`src/rtl/leaf_pkt_pkg.sv`:
```
// Shared BFT packet layout: field widths, bit offsets, type codes and a packet builder.
package leaf_pkt_pkg;

  localparam int unsigned PAYLOAD_BITS  = 32;
  localparam int unsigned NUM_LEAF_BITS = 4;
  localparam int unsigned NUM_PORT_BITS = 4;
  localparam int unsigned NUM_ADDR_BITS = 7;
  localparam int unsigned CREDIT_BITS   = NUM_ADDR_BITS + 1;
  localparam int unsigned PACKET_BITS   =
    1 + NUM_LEAF_BITS + NUM_PORT_BITS + 1 + NUM_ADDR_BITS + PAYLOAD_BITS;

  // Field offsets, LSB upward: payload, addr, type, port, leaf, valid
  localparam int unsigned ADDR_LSB  = PAYLOAD_BITS;
  localparam int unsigned ADDR_MSB  = ADDR_LSB + NUM_ADDR_BITS - 1;
  localparam int unsigned TYPE_BIT  = ADDR_MSB + 1;
  localparam int unsigned PORT_LSB  = TYPE_BIT + 1;
  localparam int unsigned PORT_MSB  = PORT_LSB + NUM_PORT_BITS - 1;
  localparam int unsigned LEAF_LSB  = PORT_MSB + 1;
  localparam int unsigned LEAF_MSB  = LEAF_LSB + NUM_LEAF_BITS - 1;
  localparam int unsigned VALID_BIT = LEAF_MSB + 1;

  localparam logic TYPE_DATA   = 1'b1;
  localparam logic TYPE_CREDIT = 1'b0;

  // Assemble a packet word from its fields
  function automatic logic [PACKET_BITS-1:0] build_packet(
    input logic                     valid,
    input logic [NUM_LEAF_BITS-1:0] leaf,
    input logic [NUM_PORT_BITS-1:0] port,
    input logic                     pkt_type,
    input logic [NUM_ADDR_BITS-1:0] addr,
    input logic [PAYLOAD_BITS-1:0]  payload
  );
    logic [PACKET_BITS-1:0] pkt;
    pkt                     = '0;
    pkt[VALID_BIT]          = valid;
    pkt[LEAF_MSB:LEAF_LSB]  = leaf;
    pkt[PORT_MSB:PORT_LSB]  = port;
    pkt[TYPE_BIT]           = pkt_type;
    pkt[ADDR_MSB:ADDR_LSB]  = addr;
    pkt[PAYLOAD_BITS-1:0]   = payload;
    return pkt;
  endfunction

endpackage

```
`src/rtl/leaf_rr_arbiter.sv`:
```
// Combinational N-way round-robin arbiter: grants the first request at or after ptr.
module leaf_rr_arbiter #(
  parameter  int unsigned N  = 2,
  localparam int unsigned PW = (N > 1) ? $clog2(N) : 1
) (
  input  logic [N-1:0]  req,
  input  logic [PW-1:0] ptr,
  output logic [N-1:0]  grant
);

  logic          found;
  logic [PW:0]   pos;
  logic [PW-1:0] idx;

  // Scan requests starting from ptr, wrapping at N
  always_comb begin
    grant = '0;
    found = 1'b0;
    pos   = '0;
    idx   = '0;
    for (int k = 0; k < int'(N); k++) begin
      pos = {1'b0, ptr} + (PW+1)'(k);
      if (pos >= (PW+1)'(N)) begin
        pos = pos - (PW+1)'(N);
      end
      idx = pos[PW-1:0];
      if (!found && req[idx]) begin
        grant[idx] = 1'b1;
        found      = 1'b1;
      end
    end
  end

endmodule

```
`src/rtl/leaf_stream_packer.sv`:
```
// BFT leaf transmit packer: round-robin over user streams, stamps dst/addr, credit flow control.
module leaf_stream_packer
  import leaf_pkt_pkg::*;
#(
  parameter int unsigned NUM_OUT_PORTS = 2,
  parameter int unsigned INIT_CREDITS  = 64
) (
  input  logic                                  clk,
  input  logic                                  reset,
  input  logic [NUM_OUT_PORTS*PAYLOAD_BITS-1:0] din_leaf_user2interface,
  input  logic [NUM_OUT_PORTS-1:0]              vld_user2interface,
  output logic [NUM_OUT_PORTS-1:0]              ack_interface2user,
  input  logic                                  cfg_wr_en,
  input  logic [NUM_PORT_BITS-1:0]              cfg_port,
  input  logic [NUM_LEAF_BITS-1:0]              cfg_dst_leaf,
  input  logic [NUM_PORT_BITS-1:0]              cfg_dst_port,
  input  logic                                  credit_vld,
  input  logic [NUM_PORT_BITS-1:0]              credit_port,
  input  logic [CREDIT_BITS-1:0]                credit_amount,
  input  logic                                  bft_stall,
  output logic [PACKET_BITS-1:0]                dout_leaf_interface2bft,
  output logic                                  credit_err
);

  localparam int unsigned N  = NUM_OUT_PORTS;
  localparam int unsigned PW = (N > 1) ? $clog2(N) : 1;
  localparam logic [CREDIT_BITS:0] CREDIT_MAX = {1'b0, {CREDIT_BITS{1'b1}}};

  logic [N-1:0]             tbl_vld;
  logic [NUM_LEAF_BITS-1:0] tbl_leaf [N];
  logic [NUM_PORT_BITS-1:0] tbl_port [N];
  logic [CREDIT_BITS-1:0]   credit     [N];
  logic [CREDIT_BITS-1:0]   credit_nxt [N];
  logic [NUM_ADDR_BITS-1:0] addr [N];
  logic [PAYLOAD_BITS-1:0]  data [N];
  logic [PW-1:0]            rr_ptr;
  logic [PW-1:0]            sel;
  logic [N-1:0]             req;
  logic [N-1:0]             grant;
  logic                     any_grant;
  logic [N-1:0]             sat;
  logic                     bad_return;
  logic [CREDIT_BITS:0]     sum;

  // Unpack user payloads and build eligibility requests (nothing requests while stalled)
  always_comb begin
    req = '0;
    for (int i = 0; i < int'(N); i++) begin
      data[i] = din_leaf_user2interface[i*PAYLOAD_BITS +: PAYLOAD_BITS];
      req[i]  = !bft_stall && vld_user2interface[i] && tbl_vld[i] && (credit[i] != '0);
    end
  end

  leaf_rr_arbiter #(.N(N)) u_arb (
    .req   (req),
    .ptr   (rr_ptr),
    .grant (grant)
  );

  assign ack_interface2user = grant;

  // Encode the one-hot grant into a port index
  always_comb begin
    sel       = '0;
    any_grant = |grant;
    for (int i = 0; i < int'(N); i++) begin
      if (grant[i]) begin
        sel = PW'(i);
      end
    end
  end

  // Next credit per port: consume on grant, add returns, saturate at the counter max
  always_comb begin
    sum = '0;
    sat = '0;
    for (int i = 0; i < int'(N); i++) begin
      sum = {1'b0, credit[i]} - (CREDIT_BITS+1)'(grant[i]);
      if (credit_vld && (credit_port == NUM_PORT_BITS'(i))) begin
        sum = sum + {1'b0, credit_amount};
      end
      if (sum > CREDIT_MAX) begin
        credit_nxt[i] = CREDIT_MAX[CREDIT_BITS-1:0];
        sat[i]        = 1'b1;
      end else begin
        credit_nxt[i] = sum[CREDIT_BITS-1:0];
      end
    end
  end

  assign bad_return = credit_vld && (32'(credit_port) >= N);

  // Packet register, per-port state, destination table and sticky error
  always_ff @(posedge clk or posedge reset) begin
    if (reset) begin
      dout_leaf_interface2bft <= '0;
      credit_err              <= 1'b0;
      rr_ptr                  <= '0;
      tbl_vld                 <= '0;
      for (int i = 0; i < int'(N); i++) begin
        credit[i]   <= CREDIT_BITS'(INIT_CREDITS);
        addr[i]     <= '0;
        tbl_leaf[i] <= '0;
        tbl_port[i] <= '0;
      end
    end else begin
      credit_err <= credit_err | (|sat) | bad_return;
      for (int i = 0; i < int'(N); i++) begin
        credit[i] <= credit_nxt[i];
      end
      if (!bft_stall) begin
        dout_leaf_interface2bft <= any_grant
          ? build_packet(1'b1, tbl_leaf[sel], tbl_port[sel], TYPE_DATA, addr[sel], data[sel])
          : '0;
      end
      if (any_grant) begin
        addr[sel] <= addr[sel] + NUM_ADDR_BITS'(1);
        rr_ptr    <= (sel == PW'(N-1)) ? '0 : sel + PW'(1);
      end
      for (int i = 0; i < int'(N); i++) begin
        if (cfg_wr_en && (cfg_port == NUM_PORT_BITS'(i))) begin
          tbl_vld[i]  <= 1'b1;
          tbl_leaf[i] <= cfg_dst_leaf;
          tbl_port[i] <= cfg_dst_port;
        end
      end
    end
  end

endmodule

```
`config.mk`:
```
export PLATFORM = sky130hd
export DESIGN_NAME = leaf_stream_packer
export DESIGN_NICKNAME = d
export VERILOG_FILES = /design/src/rtl/leaf_pkt_pkg.sv /design/src/rtl/leaf_rr_arbiter.sv /design/src/rtl/leaf_stream_packer.sv
export SDC_FILE = /design/constraint.sdc
export NUM_CORES = 1
export LEC_CHECK = 0
export BUFFER_PORTS_ARGS = -buffer_cell sky130_fd_sc_hd__buf_4
export CAP_MARGIN = 30
export CORE_MARGIN = 3
export CORE_UTILIZATION = 30
export CTS_CLUSTER_SIZE = 14
export DETAILED_ROUTE_END_ITERATION = 8
export PLACE_DENSITY = 0.56
export SYNTH_ARGS = -nofsm -noshare
export SYNTH_HDL_FRONTEND = slang
export SYNTH_SLANG_ARGS = --single-unit
```
`constraint.sdc`:
```
create_clock -name clk -period 10.77 [get_ports clk]
set_input_delay 2.154 -clock clk [delete_from_list [all_inputs] [get_ports clk]]
set_output_delay 2.154 -clock clk [all_outputs]
set_load 0.01 [all_outputs]
```
==> results.md <==
- Worst R2R End: credit[3]
- Crit-path max FO: 56
- Synth Register Bits: 98
- Routed Antenna Nets: 0
- GPL Wtd Cong: 0.865
- Register Area: 0.00245 sq mm
- CP Launch Point: bft_stall
- # IOs: 147
- # Max-Cap Violations: 0
- YS warnings: 0
- Drt initial violations: 211
- DPL Wire Length: 10.2 mm
- Syn avg cell area: 10.6 sq um
- Antenna diodes: 0
- Worst EP required: 10940 ps
- Yosys top cell by area: dfrtp_1
- Critical path class: in2reg
- Setup TNS: 0 ps
- Fin worst setup slack: 4150 ps
- Total number of vias: 4194
- Clk pin slew, worst setup/hold paths: 70 ps
- # resized after CTS: 0
- Core area: 0.0168 sq mm
- Arrival time worst endpoint: 6790 ps
- Worst slack, placed: 3760 ps
- WHS: 478 ps
- PwrDens: 196 mW/mm^2
- DIE WIDTH: 138 um
- CP startpoint kind: input pin
- Top cells by area, synth: dfrtp_1 46%, mux2i_1 7.7%, ha_1 5.5%
- Largest net degree at the start of global routing: 75
- TritonRoute pass-1 iters: 7
- Post-CTS setup buffers: 0
- Synth cell count leaders: 96 x dfrtp_1, 69 x nand2_1, 42 x o21ai_1
- Cts-stage hold buffer count: 0
- Count of cell types in the netlist: 51
- FF-to-FF setup slack: 5240 ps
- Unrepaired setup endpoints after global routing: no
- Fmax: 151 MHz
- End of the critical path: credit[3]
- Count of input and output buffers: 146
- Share of cells above drive strength 1: 0.312
- Cells after Synth: 492
- # nets final: 749
- Num CTS Buffers: 9
- Worst vdd ir: 89.3 uV
- Synthesized cell area: 0.00522 sq mm
- Fill count: 1643
- Residual DRC: 0
- Worst Skew: 5.14 ps
- WL final: 13.5 mm
- DIE AREA: 0.0190 sq mm
- Vias per cell: 4.91
- Post-synth ARST share: 1.00
- GR Util All Layers: 0.139
- Final core occ: 0.404
- Status: finished clean
- Initial antenna violation count: 0
- Hold/Removal Path Class: reg2reg
- Final Non-Filler Cells: 854
- Final setup fails: 0
- R2R cell count: 14
- Min Tclk post-route: 6620 ps
- CTS Sinks: 98
- Overflow after GRT: 0
- Worst hold path stage count: 1
- Vias in the first global route: 4221
- Endpoint class of the critical path: register
- CTS H-tree lvls: 3
- Final Hold Viols: 0
- Max-Slew Margin vs Limit: 0.382
- Area fraction of the dominant cell type after synthesis: 0.460
- Initial Utilization: 0.310
- Cells after DPL: 838
- Most frequent cell after synthesis: dfrtp_1
- Die height: 138 um
- Post-synthesis sequential area ratio: 0.470
- First-pass GRT wire length: 21.1 mm
- Clock root cell: clkbuf_16
- Top FF cell, synth: dfrtp_1
- EDFF count, synth: 0
- Layout area overhead: 30.1%
- Slew at the pin closest to its max-slew limit: 927 ps
- CTS tree: done
- Hold path start: addr[6]
- DR WL/cell: 15.8 um
- Clk buf depth: 2
- Worst skew pair latency: 350 ps
- Rows: 47
- Synthesized Nets: 612
- Multi-input gate area: 0.00258 sq mm
- Pleak: 3.21 nW
- Worst R2R Start: credit[12]
- Post-route clock period utilization: 0.615
- Final max-slew violation count: 0
==> layer usage <==
layer / track usage / wire length [um]
met5: 0 / 0
met1: 0.181 / 5840
met2: 0.231 / 6750
met4: 0.0543 / 371
met3: 0.0258 / 500
==> state kept, by name (all words and copies together) (netlist names) <==
register,flops
rr_ptr,1
credit,16
tbl_vld,2
dout_leaf_interface2bft,48
tbl_leaf,8
addr,14
tbl_port,8
credit_err,1
==> logic make-up after synthesis <==
logic type,synth area share
and+or+nand+nor,0.121
AOI/OAI and AO/OA,0.142
DFF,0.470
muxes,0.120
buffers and inverters,0.0371
xor gates and xnor gates,0.0470
adders and majority gates,0.0628
==> through the flow <==
stage | total power, W | cell area, sq um
floorplan | 0.000857 | 5220
global placement | 0.00101 | 6500
detailed placement | 0.00103 | 6510
CTS | 0.00135 | 6790
global route | 0.00143 | 6790
finish | 0.00133 | 6790
==> layout by cell type, fill, tap and decap left out, drive strengths merged, types with 3 or more instances in the layout <==
master,Yosys,layout
a222oi,8,8
a21o,4,4
nand2,69,69
or3,5,5
a21oi,10,10
nor2,8,8
nand2b,5,5
mux2i,40,40
buf,12,150
o21ai,57,57
nand4,7,7
clkbuf,12,10
nor4,7,7
ha,23,23
and3,3,3
inv,19,22
xor2,12,12
dfrtp,96,96
or4,4,4
or4b,3,3
o211ai,4,4
xnor2,16,16
mux2,20,20
nor3,5,5
o2111a,5,5
a211oi,8,8
nand3,5,5
==> where the power goes <==
group	internal, W	switching, W
Clock	0.000166	0.000145
Combinational	0.000230	0.000249
Sequential	0.000464	0.0000748
Total	0.000860	0.000469
==> worst max-delay path: stages <==
cell      delay [ps]
buf_4            270
inv_1            170
o2111a_1         320
o21a_2           160
buf_4            620
ha_1             330
or4b_1           500
nor4_1           240
xor2_1           230
ha_1             320
and2_1           190
o2111a_1         130
a2111o_1         390
a211oi_2         520
o311ai_1         230
==> how the worst min path moves through the flow <==
stage                            end  slack (ps)
after global placement    tbl_vld[1]         450
after global routing         addr[6]         490
after detailed placement  tbl_vld[1]         460
final                        addr[6]         480
after CTS                    addr[6]         480
after floorplan           tbl_vld[1]         430
==> area by class of cell <==
cell class / instances / area share
well taps: 220 / 0.0405
inverters: 19 / 0.0109
repair buffers: 150 / 0.166
clock inverters: 6 / 0.00718
flip-flops and latches: 98 / 0.361
multi-input cells: 351 / 0.379
clock buffers: 10 / 0.0352
(Power assumes the default switching activity.)
